## config.mk

```make
export PLATFORM = sky130hd
export DESIGN_NAME = uart_top
export DESIGN_NICKNAME = d
export VERILOG_FILES = /design/src/rtl/uart_top.sv
export SDC_FILE = /design/constraint.sdc
export NUM_CORES = 1
export LEC_CHECK = 0
export BUFFER_PORTS_ARGS = -buffer_cell sky130_fd_sc_hd__buf_2
export CAP_MARGIN = 20
export CORE_MARGIN = 3
export CORE_UTILIZATION = 54
export DETAILED_ROUTE_END_ITERATION = 8
export HOLD_SLACK_MARGIN = 0.15
export PLACE_DENSITY = 0.75
export SYNTH_ARGS = -nofsm -noshare
export SYNTH_HDL_FRONTEND = slang
export SYNTH_SLANG_ARGS = --single-unit
```

## constraint.sdc

```tcl
create_clock -name clk -period 2.1 [get_ports clk]
set_clock_uncertainty 0.15 [all_clocks]
set_input_delay 0.42 -clock clk [delete_from_list [all_inputs] [get_ports clk]]
set_output_delay 0.42 -clock clk [all_outputs]
set_load 0.005 [all_outputs]
```

## src/rtl/uart_top.sv

```systemverilog
// 8N2 UART transmitter: tx_start synchronizer and edge detector, baud tick counter, transmit FSM.
// tx_dout and tx_done are registered; the FSM computes their next values alongside the state.
module uart_top #(
    parameter int unsigned CLK_FREQ_HZ = 100_000_000,
    parameter int unsigned BAUD_RATE   = 9600,
    parameter int unsigned DATA_WIDTH  = 8,
    parameter int unsigned STOP_BITS   = 2
) (
    input  logic                  clk,
    input  logic                  rst_n,
    input  logic                  tx_start,
    input  logic [DATA_WIDTH-1:0] data_in,
    output logic                  tx_dout,
    output logic                  tx_done
);

    localparam int unsigned BAUD_DIV = CLK_FREQ_HZ / BAUD_RATE;
    localparam int unsigned CNT_W    = $clog2(BAUD_DIV + 1);
    localparam int unsigned IDX_W    = $clog2(DATA_WIDTH + STOP_BITS + 1);

    typedef enum logic [1:0] {
        IDLE,
        START,
        DATA,
        STOP
    } state_t;

    state_t                state;
    state_t                state_next;
    logic [CNT_W-1:0]      baud_cnt;
    logic [CNT_W-1:0]      baud_cnt_next;
    logic [IDX_W-1:0]      bit_idx;
    logic [IDX_W-1:0]      bit_idx_next;
    logic [DATA_WIDTH-1:0] shift;
    logic [DATA_WIDTH-1:0] shift_next;
    logic                  tx_dout_next;
    logic                  tx_done_next;
    logic                  sync_q1;
    logic                  sync_q2;
    logic                  sync_d;
    logic                  start_edge;
    logic                  bit_end;

    // Two-flop synchronizer plus delayed copy for rising-edge detection
    always_ff @(posedge clk or negedge rst_n) begin
        if (!rst_n) begin
            sync_q1 <= 1'b0;
            sync_q2 <= 1'b0;
            sync_d  <= 1'b0;
        end else begin
            sync_q1 <= tx_start;
            sync_q2 <= sync_q1;
            sync_d  <= sync_q2;
        end
    end

    assign start_edge = sync_q2 & ~sync_d;
    assign bit_end    = (baud_cnt == CNT_W'(BAUD_DIV - 1));

    // State, datapath and output registers
    always_ff @(posedge clk or negedge rst_n) begin
        if (!rst_n) begin
            state    <= IDLE;
            baud_cnt <= '0;
            bit_idx  <= '0;
            shift    <= '0;
            tx_dout  <= 1'b1;
            tx_done  <= 1'b0;
        end else begin
            state    <= state_next;
            baud_cnt <= baud_cnt_next;
            bit_idx  <= bit_idx_next;
            shift    <= shift_next;
            tx_dout  <= tx_dout_next;
            tx_done  <= tx_done_next;
        end
    end

    // Next-state and next-output logic; bit_idx counts data bits, then stop bits
    always_comb begin
        state_next    = state;
        baud_cnt_next = baud_cnt;
        bit_idx_next  = bit_idx;
        shift_next    = shift;
        tx_dout_next  = tx_dout;
        tx_done_next  = 1'b0;

        if (state != IDLE) begin
            baud_cnt_next = bit_end ? '0 : baud_cnt + CNT_W'(1);
        end

        case (state)
            IDLE: begin
                tx_dout_next = 1'b1;
                if (start_edge) begin
                    shift_next    = data_in;
                    baud_cnt_next = '0;
                    bit_idx_next  = '0;
                    state_next    = START;
                    tx_dout_next  = 1'b0;
                end
            end
            START: begin
                if (bit_end) begin
                    state_next   = DATA;
                    tx_dout_next = shift[0];
                end
            end
            DATA: begin
                if (bit_end) begin
                    shift_next = shift >> 1;
                    if (bit_idx == IDX_W'(DATA_WIDTH - 1)) begin
                        bit_idx_next = '0;
                        state_next   = STOP;
                        tx_dout_next = 1'b1;
                    end else begin
                        bit_idx_next = bit_idx + IDX_W'(1);
                        tx_dout_next = shift_next[0];
                    end
                end
            end
            STOP: begin
                tx_dout_next = 1'b1;
                if (bit_end) begin
                    if (bit_idx == IDX_W'(STOP_BITS - 1)) begin
                        bit_idx_next = '0;
                        state_next   = IDLE;
                        tx_done_next = 1'b1;
                    end else begin
                        bit_idx_next = bit_idx + IDX_W'(1);
                    end
                end
            end
            default: begin
                state_next   = IDLE;
                tx_dout_next = 1'b1;
            end
        endcase
    end

endmodule

```

* Word level (Yosys, flattened, before mapping)
Cells that the tools add are included.
Word-level totals: input bits 11, logic and storage cells 61, memories 0, register bits 33, latch bits 0, bits in writable memories 0, memory bits (read-only) 0
Operators by class: multipliers 0, shifts and indexed selects 0, equal/unequal tests 12, reductions and logical operators 8, magnitude comparators 0, div/mod/pow operators 0, bitwise logic cells 2, add/subtract/negate cells 2, multiplexer cells 28
Operators with widths (count):
- 14-bit two-way mux | 4
- 4-bit two-way mux | 5
- 8-bit two-way mux | 2
- 8-bit one-hot mux with 2 select lines | 1
- 14-bit by 1-bit adder with 14-bit output (second input constant) | 1
- 14-bit == test (second input constant) | 1
- 2-bit two-way mux | 6
- 2-bit != test (second input constant) | 6
- 4-bit one-hot mux with 3 select lines | 1
- 2-bit one-hot mux with 4 select lines | 1
- 1-bit two-way mux | 7
- 6-bit AND reduction | 1
- 4-bit by 1-bit adder with 4-bit output (second input constant) | 1
- 2-bit == test (second input constant) | 2
- 4-bit by 1-bit == test with 1-bit output (second input constant) | 1
- 4-bit by 3-bit == test with 1-bit output (second input constant) | 1
- 1-bit one-hot mux with 4 select lines | 1
- 4-bit AND reduction | 1
- 2-bit nonzero test | 2
- 3-bit AND reduction | 1
- 3-bit nonzero test | 1
- 2-bit by 1-bit == test with 1-bit output (second input constant) | 1
- 2-bit zero test | 1
- 2-bit AND reduction | 1
- other kinds (2) | 2

* Longest topological paths before layout
Gate-level depths: netlist (run 1).
word-level depth 5, mapped depth 7, gate-level depth less buffers 6

* Worst setup path before layout (run 1)
Ideal clock, no wire load.
path type register to register, start point register baud_cnt[0], end point register state[1], setup slack 0.050 ns, cell stages (with the launch flop) 8, arrival 1.775 ns, buffers on the path 2, period minus slack after synthesis 2.050 ns, cells stage by stage dfrtp_1 ha_1 and4_1 buf_4 and4_1 buf_6 o221ai_2 mux2_4
On the way: longest elaborated chain between the ends 3
RTL lines:
- from (decl) | RTL line 30 | logic [CNT_W-1:0] baud_cnt;
- from (signal assigned) | RTL line 71 | baud_cnt <= baud_cnt_next;
- 14-bit == test (*) | RTL line 58 | assign bit_end = (baud_cnt == CNT_W'(BAUD_DIV - 1));
- 2-bit != test (no source line)
- 6-bit AND reduction (no source line) (*)
- to (signal assigned) | RTL line 70 | state <= state_next;
- to (decl) | RTL line 28 | state_t state;
Mark *: on every way between the ends. The rest lies on a longest branch, timed or not. A chain may end at the register's enable or synchronous reset.

* Worst setup path in the final report (run 1)
Ends and elaborated chain as after synthesis.

==> results of run 1 <==
## per-layer routing
metal / wire, um / vias to the layer above / GRT usage, % / share of wire, %
met5: 0 / - / 0 / 0
met4: 50 / 0 / 6.22 / 1.2
met3: 141 / 7 / 5.30 / 3.5
met2: 2100 / 39 / 39.1 / 52
met1: 1760 / 802 / 25.3 / 44
li1: - / 768 / - / -
## area by class of cell
cell class	instances	area, um^2
Multi-Input combinational cell	135	983
Timing Repair Buffer	31	208
Tap cell	44	55.1
Inverter	10	37.5
Clock buffer	7	45.0
Fill cell	265	1020
Clock inverter	1	5.00
Sequential cell	33	827
## power by group through the flow
stage               clock [mW]  combinational [mW]  sequential, mW
floorplan                    0               0.865           0.919
detailed placement           0                1.16           0.958
CTS                      0.356                1.17           0.951
global placement             0                1.11           0.947
global route             0.385                1.40           0.966
finish                   0.342                1.27           0.948
## sequential cells by signal, summed over array words and instances (netlist names)
register and count:
baud_cnt 14, sync_d 1, bit_idx 4, sync_q1 1, state 2, tx_dout 1, shift 8, sync_q2 1
tx_done 1
## worst max-delay path by stage
stage                                      from                      to  slack, ns  cells past startpoint
after floorplan           baud_cnt[0]$_DFF_PN0_    state[1]$_DFFE_PN0P_       0.05                      7
after global placement     state[0]$_DFFE_PN0P_    state[1]$_DFFE_PN0P_       0.10                      6
after detailed placement  baud_cnt[0]$_DFF_PN0_  bit_idx[0]$_DFFE_PN0P_       0.03                      5
after CTS                 baud_cnt[0]$_DFF_PN0_  bit_idx[0]$_DFFE_PN0P_       0.01                      5
after global routing      baud_cnt[0]$_DFF_PN0_  baud_cnt[12]$_DFF_PN0_     -0.002                      6
final                     baud_cnt[0]$_DFF_PN0_    state[1]$_DFFE_PN0P_       0.07                      5
## logic make-up after synthesis
logic type,after synthesis,synth area share [%]
flops,33,43.9
simple gates,68,20.8
fa+ha+maj,8,5.31
buf+inv,18,4.71
mux,6,3.72
compound gates,53,21.6
## Yosys cell counts, drive strengths merged (7+ instances only)
cell	instances
a21oi	10
nand2b	8
nand3	9
o221a	7
ha	8
o21ai	10
inv	10
dfrtp	32
nor2	9
nand2	11
nand4	7
## critical path, delay by kind of cell (launching register included)
kind | cells | cell delay [ns]
fa+ha+maj | 1 | 0.24
mux | 1 | 0.31
compound gates | 1 | 0.17
simple gates | 2 | 0.64
flops | 1 | 0.41
## repair_timing
| action | 4_1_cts | 5_1_grt |
|---|---|---|
| endpoints found under the hold margin | 33 | 0 |
| gates resized for setup | 0 | 4 |
| setup buffers | 0 | 6 |
| endpoints found under the setup margin | 0 | 18 |
| hold buffers | 2 | 0 |
## metrics by stage
| step | TNS [ns] | hold slack (ns) | std cells | power, mW | instance area [um^2] |
|---|---|---|---|---|---|
| 6_report | 0 | 0.207 | 261 | 2.56 | 2160 |
| 3_5_place_dp | 0 | 0.186 | 245 | 2.12 | 2030 |
| 3_3_place_gp | 0 | 0.182 | 245 | 2.05 | 2030 |
| 4_1_cts | 0 | 0.204 | 255 | 2.48 | 2100 |
| 2_1_floorplan | 0 | -0.0256 | 186 | 1.78 | 1890 |
| 5_1_grt | -0.00407 | 0.194 | 261 | 2.75 | 2160 |
==> flow_metrics.py, run 1 <==
metrics = {
    "power_and_ir_drop": {
        "irDropWorstVdd_mv": 0.713,
        "p_leak_nw": 0.915,
        "switching_share_pct": 39.4,
        "p_int_mw": 1.55,
        "combPwrFrac_pct": 49.5,
        "p_sw_mw": 1.01,
        "powerDensity_nw_per_um2": 1180,
        "clockPowerShare_pct": 13.4,
        "seqPwrFrac_pct": 37.1,
    },
    "worst_setup_path": {
        "r2r-start": "baud_cnt[0]$_DFF_PN0_",
        "crit_top_cell": "and4_1",
        "reg2reg_to": "state[1]$_DFFE_PN0P_",
        "path_cells": "ha_2 -> and4_1 -> and4_1 -> o221ai_2 -> mux2_4",
        "end_kind": "flop",
        "reg2reg_slack_ns": 0.07,
        "crit_required_ns": 2.17,
        "crit_arrival_ns": 2.10,
        "crit_slowest_cell": "dfrtp_1",
        "critPathKind": "reg2reg",
        "critPathLaunchType": "flop",
        "worstPathMaxFanout": 6,
        "max_stage_delay_ns": 0.41,
        "ff2ff_path_depth": 5,
    },
    "floorplanning": {
        "start_util_pct": 59.3,
        "dieArea_um2": 4240,
        "die_x_um": 65.1,
        "die_height_um": 65.1,
        "core_area_um2": 3180,
        "rows": 20,
        "io_pins": 13,
    },
    "synth": {
        "yosys_warnings": 0,
        "syn_avg_cell_area_um2": 10.1,
        "synth_edf_count": 0,
        "ys_types": 54,
        "async_flop_share_pct": 100,
        "synth_top_area_share_pct": 42.5,
        "syn_nets": 205,
        "yosysSeqAreaShare_pct": 43.9,
        "synth_top_cell_by_area": "dfrtp_1",
        "synth_top_flop_cell": "dfrtp_1",
        "synth-seq-cells": 33,
        "netlist_instances": 186,
        "synth_area_leaders": "dfrtp_1, ha_1, o221a_1, a21oi_1, nand2b_1",
        "synth_area_um2": 1890,
    },
    "clock_network": {
        "worstSkewPairLatency_ns": 0.33,
        "clock-sinks": 33,
        "clk_pin_slew_worst_paths_ns": 0.10,
        "cts_made_buffers": 5,
        "cts-root-buf": "clkbuf_4",
        "clock_path_buffers": 2,
        "cts_tree": "built",
        "htree_levels": 2,
    },
    "global_route": {
        "grt_pass1_vias": 1602,
        "antenna_found_initial": 0,
        "grt_overflow": 0,
        "grt_pass1_wl_mm": 7.09,
        "grt.total_usage_pct": 21.6,
        "grt_max_degree": 34,
    },
    "route": {
        "ant_nets": 0,
        "drc": 0,
        "via_per_inst": 6.19,
        "vias": 1616,
        "firstDrtPassIters": 5,
        "drt-initial-drc-count": 146,
        "routed_wl_mm": 4.05,
        "routedWlPerCell_um": 15.5,
    },
    "final_layout": {
        "fin_util_pct": 68.0,
        "final_layout_size_suffix_gt1_share_pct": 25.8,
        "mostFrequentLayoutCells": "dfrtp_1, buf_4, buf_2, nand2_1",
        "final_nets": 235,
        "final_common_cell": "dfrtp_1",
        "antennaDiodeCount": 0,
        "synthToLayoutAreaGrowth_pct": 14.6,
    },
    "run_status": {
        "status": "completed",
    },
    "sta": {
        "report.final.slew_viol_count": 0,
        "tightestPinTransition_ns": 0.716,
        "finalCritPeriodShare_pct": 96.5,
        "worst_slack_ns": 0.0735,
        "slew_headroom_pct": 52.3,
        "fin_crit_ns": 2.03,
        "setup_viol_count_final": 0,
        "hold_violations": 0,
        "clock.fmax_mhz": 493,
    },
    "placement": {
        "gp_congestion": 0.847,
        "dpl.hpwl_mm": 2.90,
        "place_ws_ns": 0.0281,
        "portBuffers": 12,
    },
    "worst_hold_path": {
        "hold_end": "sync_q2$_DFF_PN0_",
        "worstHoldPathCells": 0,
        "hp-class": "reg2reg",
        "hp-start": "sync_q1$_DFF_PN0_",
    },
    "job": {
        "drv_cap": 0,
    },
}
Power figures use the tool's default switching activity.
==> inputs of run 2 (changes only) <==
- CTS_BUF_LIST: not set -> sky130_fd_sc_hd__clkbuf_4 sky130_fd_sc_hd__clkbuf_8 sky130_fd_sc_hd__clkbuf_16
- SKIP_LAST_GASP: not set -> 1
==> flow_metrics.py, run 2 (synthesis results as in run 1) <==
metrics = {
    "floorplanning": {
        "io_pins": 13,
        "die_height_um": 65.1,
        "die_x_um": 65.1,
        "core_area_um2": 3180,
        "dieArea_um2": 4240,
        "start_util_pct": 59.3,
        "rows": 20,
    },
    "clock_network": {
        "clock-sinks": 33,
        "clock_path_buffers": 2,
        "cts_made_buffers": 5,
        "clk_pin_slew_worst_paths_ns": 0.10,
        "htree_levels": 2,
        "cts-root-buf": "clkbuf_4",
        "worstSkewPairLatency_ns": 0.33,
        "cts_tree": "built",
    },
    "worst_setup_path": {
        "critPathLaunchType": "flop",
        "critPathLaunch": "state[0]$_DFFE_PN0P_",
        "crit_required_ns": 2.16,
        "r2r-start": "state[0]$_DFFE_PN0P_",
        "crit_arrival_ns": 2.09,
        "worstPathMaxFanout": 4,
        "critPathKind": "reg2reg",
        "end_kind": "flop",
    },
    "final_layout": {
        "regMostFlops": "baud_cnt",
        "fin_area_um2": 2160,
        "mostFrequentLayoutCells": "dfrtp_1, buf_4, buf_2, nand2_1",
        "final_layout_size_suffix_gt1_share_pct": 26.4,
        "antennaDiodeCount": 0,
        "nFillCells": 264,
        "reg.largest.list": "baud_cnt x14, shift x8, bit_idx x4",
        "final_nets": 234,
        "largest_reg_flops": 14,
        "final_common_cell": "dfrtp_1",
        "synthToLayoutAreaGrowth_pct": 14.8,
    },
    "sta": {
        "hold_violations": 0,
        "fin_crit_ns": 2.02,
        "slew_headroom_pct": 52.6,
        "finalCritPeriodShare_pct": 96.4,
        "tightestPinTransition_ns": 0.710,
        "rsz0062_at_grt": "false",
        "clock.fmax_mhz": 494,
        "setup_viol_count_final": 0,
        "report.final.slew_viol_count": 0,
        "fin_tns_setup_ns": 0,
    },
    "worst_hold_path": {
        "hp-start": "sync_q1$_DFF_PN0_",
        "hp-class": "reg2reg",
    },
    "run_status": {
        "status": "completed",
    },
    "placement": {
        "dpl.hpwl_mm": 2.90,
        "placed_cell_area_um2": 2030,
        "portBuffers": 12,
        "gp_congestion": 0.847,
    },
    "global_route": {
        "grt_overflow": 0,
        "grt_pass1_wl_mm": 7.04,
        "grt.total_usage_pct": 21.4,
        "antenna_found_initial": 0,
        "grt_max_degree": 34,
        "grt_pass1_vias": 1574,
    },
    "route": {
        "routed_wl_mm": 3.98,
        "firstDrtPassIters": 4,
        "drc": 0,
        "drt-initial-drc-count": 101,
        "ant_nets": 0,
        "via_per_inst": 6.05,
        "vias": 1573,
        "routedWlPerCell_um": 15.3,
    },
    "power_and_ir_drop": {
        "irDropWorstVdd_mv": 0.765,
        "p_leak_nw": 0.919,
        "powerDensity_nw_per_um2": 1180,
    },
    "job": {
        "drv_cap": 0,
    },
}
[run 2: power breakdown]
part | internal [mW] | total (mW) | switching (mW)
clock | 0.156 | 0.364 | 0.207
sequential | 0.807 | 0.945 | 0.138
combinational | 0.609 | 1.26 | 0.646
total | 1.57 | 2.56 | 0.992
[run 2: final timing paths]
| kind | cells after the start | slack, ns | to |
|---|---|---|---|
| setup reg to reg | 6 | 0.08 | state[1]$_DFFE_PN0P_ |
| hold / removal | 0 | 0.21 | sync_q2$_DFF_PN0_ |
| max in group asynchronous | 2 | 0.82 | bit_idx[0]$_DFFE_PN0P_ |
| hold reg to reg | 0 | 0.21 | sync_q2$_DFF_PN0_ |
| min in group asynchronous | 2 | 0.52 | baud_cnt[8]$_DFF_PN0_ |
| setup / recovery | 6 | 0.08 | state[1]$_DFFE_PN0P_ |
[run 2: stage by stage]
stage | util [%] | power (mW) | instances | worst slack, ns | hold WS (ns)
2_1_floorplan | - | 1.78 | 186 | 0.0501 | -0.0256
3_3_place_gp | 63.9 | 2.05 | 245 | 0.103 | 0.182
3_5_place_dp | 63.9 | 2.12 | 245 | 0.0281 | 0.186
4_1_cts | 66.4 | 2.50 | 255 | 0.0132 | 0.202
5_1_grt | 68.1 | 2.77 | 260 | 0.0161 | 0.195
6_report | 68.1 | 2.56 | 260 | 0.0763 | 0.208
[run 2: final cells by class]
class	instances	area (um^2)	area share [%]
clock inverters	1	5.00	0.231
inverters	10	37.5	1.73
flip-flops and latches	33	827	38.2
multi-input cells	135	983	45.4
repair buffers	30	204	9.42
well taps	44	55.1	2.54
clock buffers	7	52.6	2.43
[run 2: critical path, stage by stage, from the launching register on]
cell and delay (ns):
dfrtp_1 0.40, inv_1 0.11, ha_2 0.22, or3b_1 0.38, a21oi_2 0.20, o221ai_2 0.14
mux2_4 0.31
[run 2: metal layers]
layer | global-route usage (%) | vias up | wire (um) | share of wire, %
met2 | 38.7 | 30 | 2090 | 53
met5 | 0 | - | 0 | 0
met1 | 25.4 | 773 | 1730 | 43
met4 | 5.44 | 0 | 15 | 0.38
li1 | - | 768 | - | -
met3 | 5.30 | 2 | 144 | 3.6
[run 2: what timing repair did]
action,CTS,global route
endpoints found under the hold margin,33,0
endpoints found under the setup margin,0,18
hold buffers,2,0
resized for setup,0,5
setup buffers,0,5
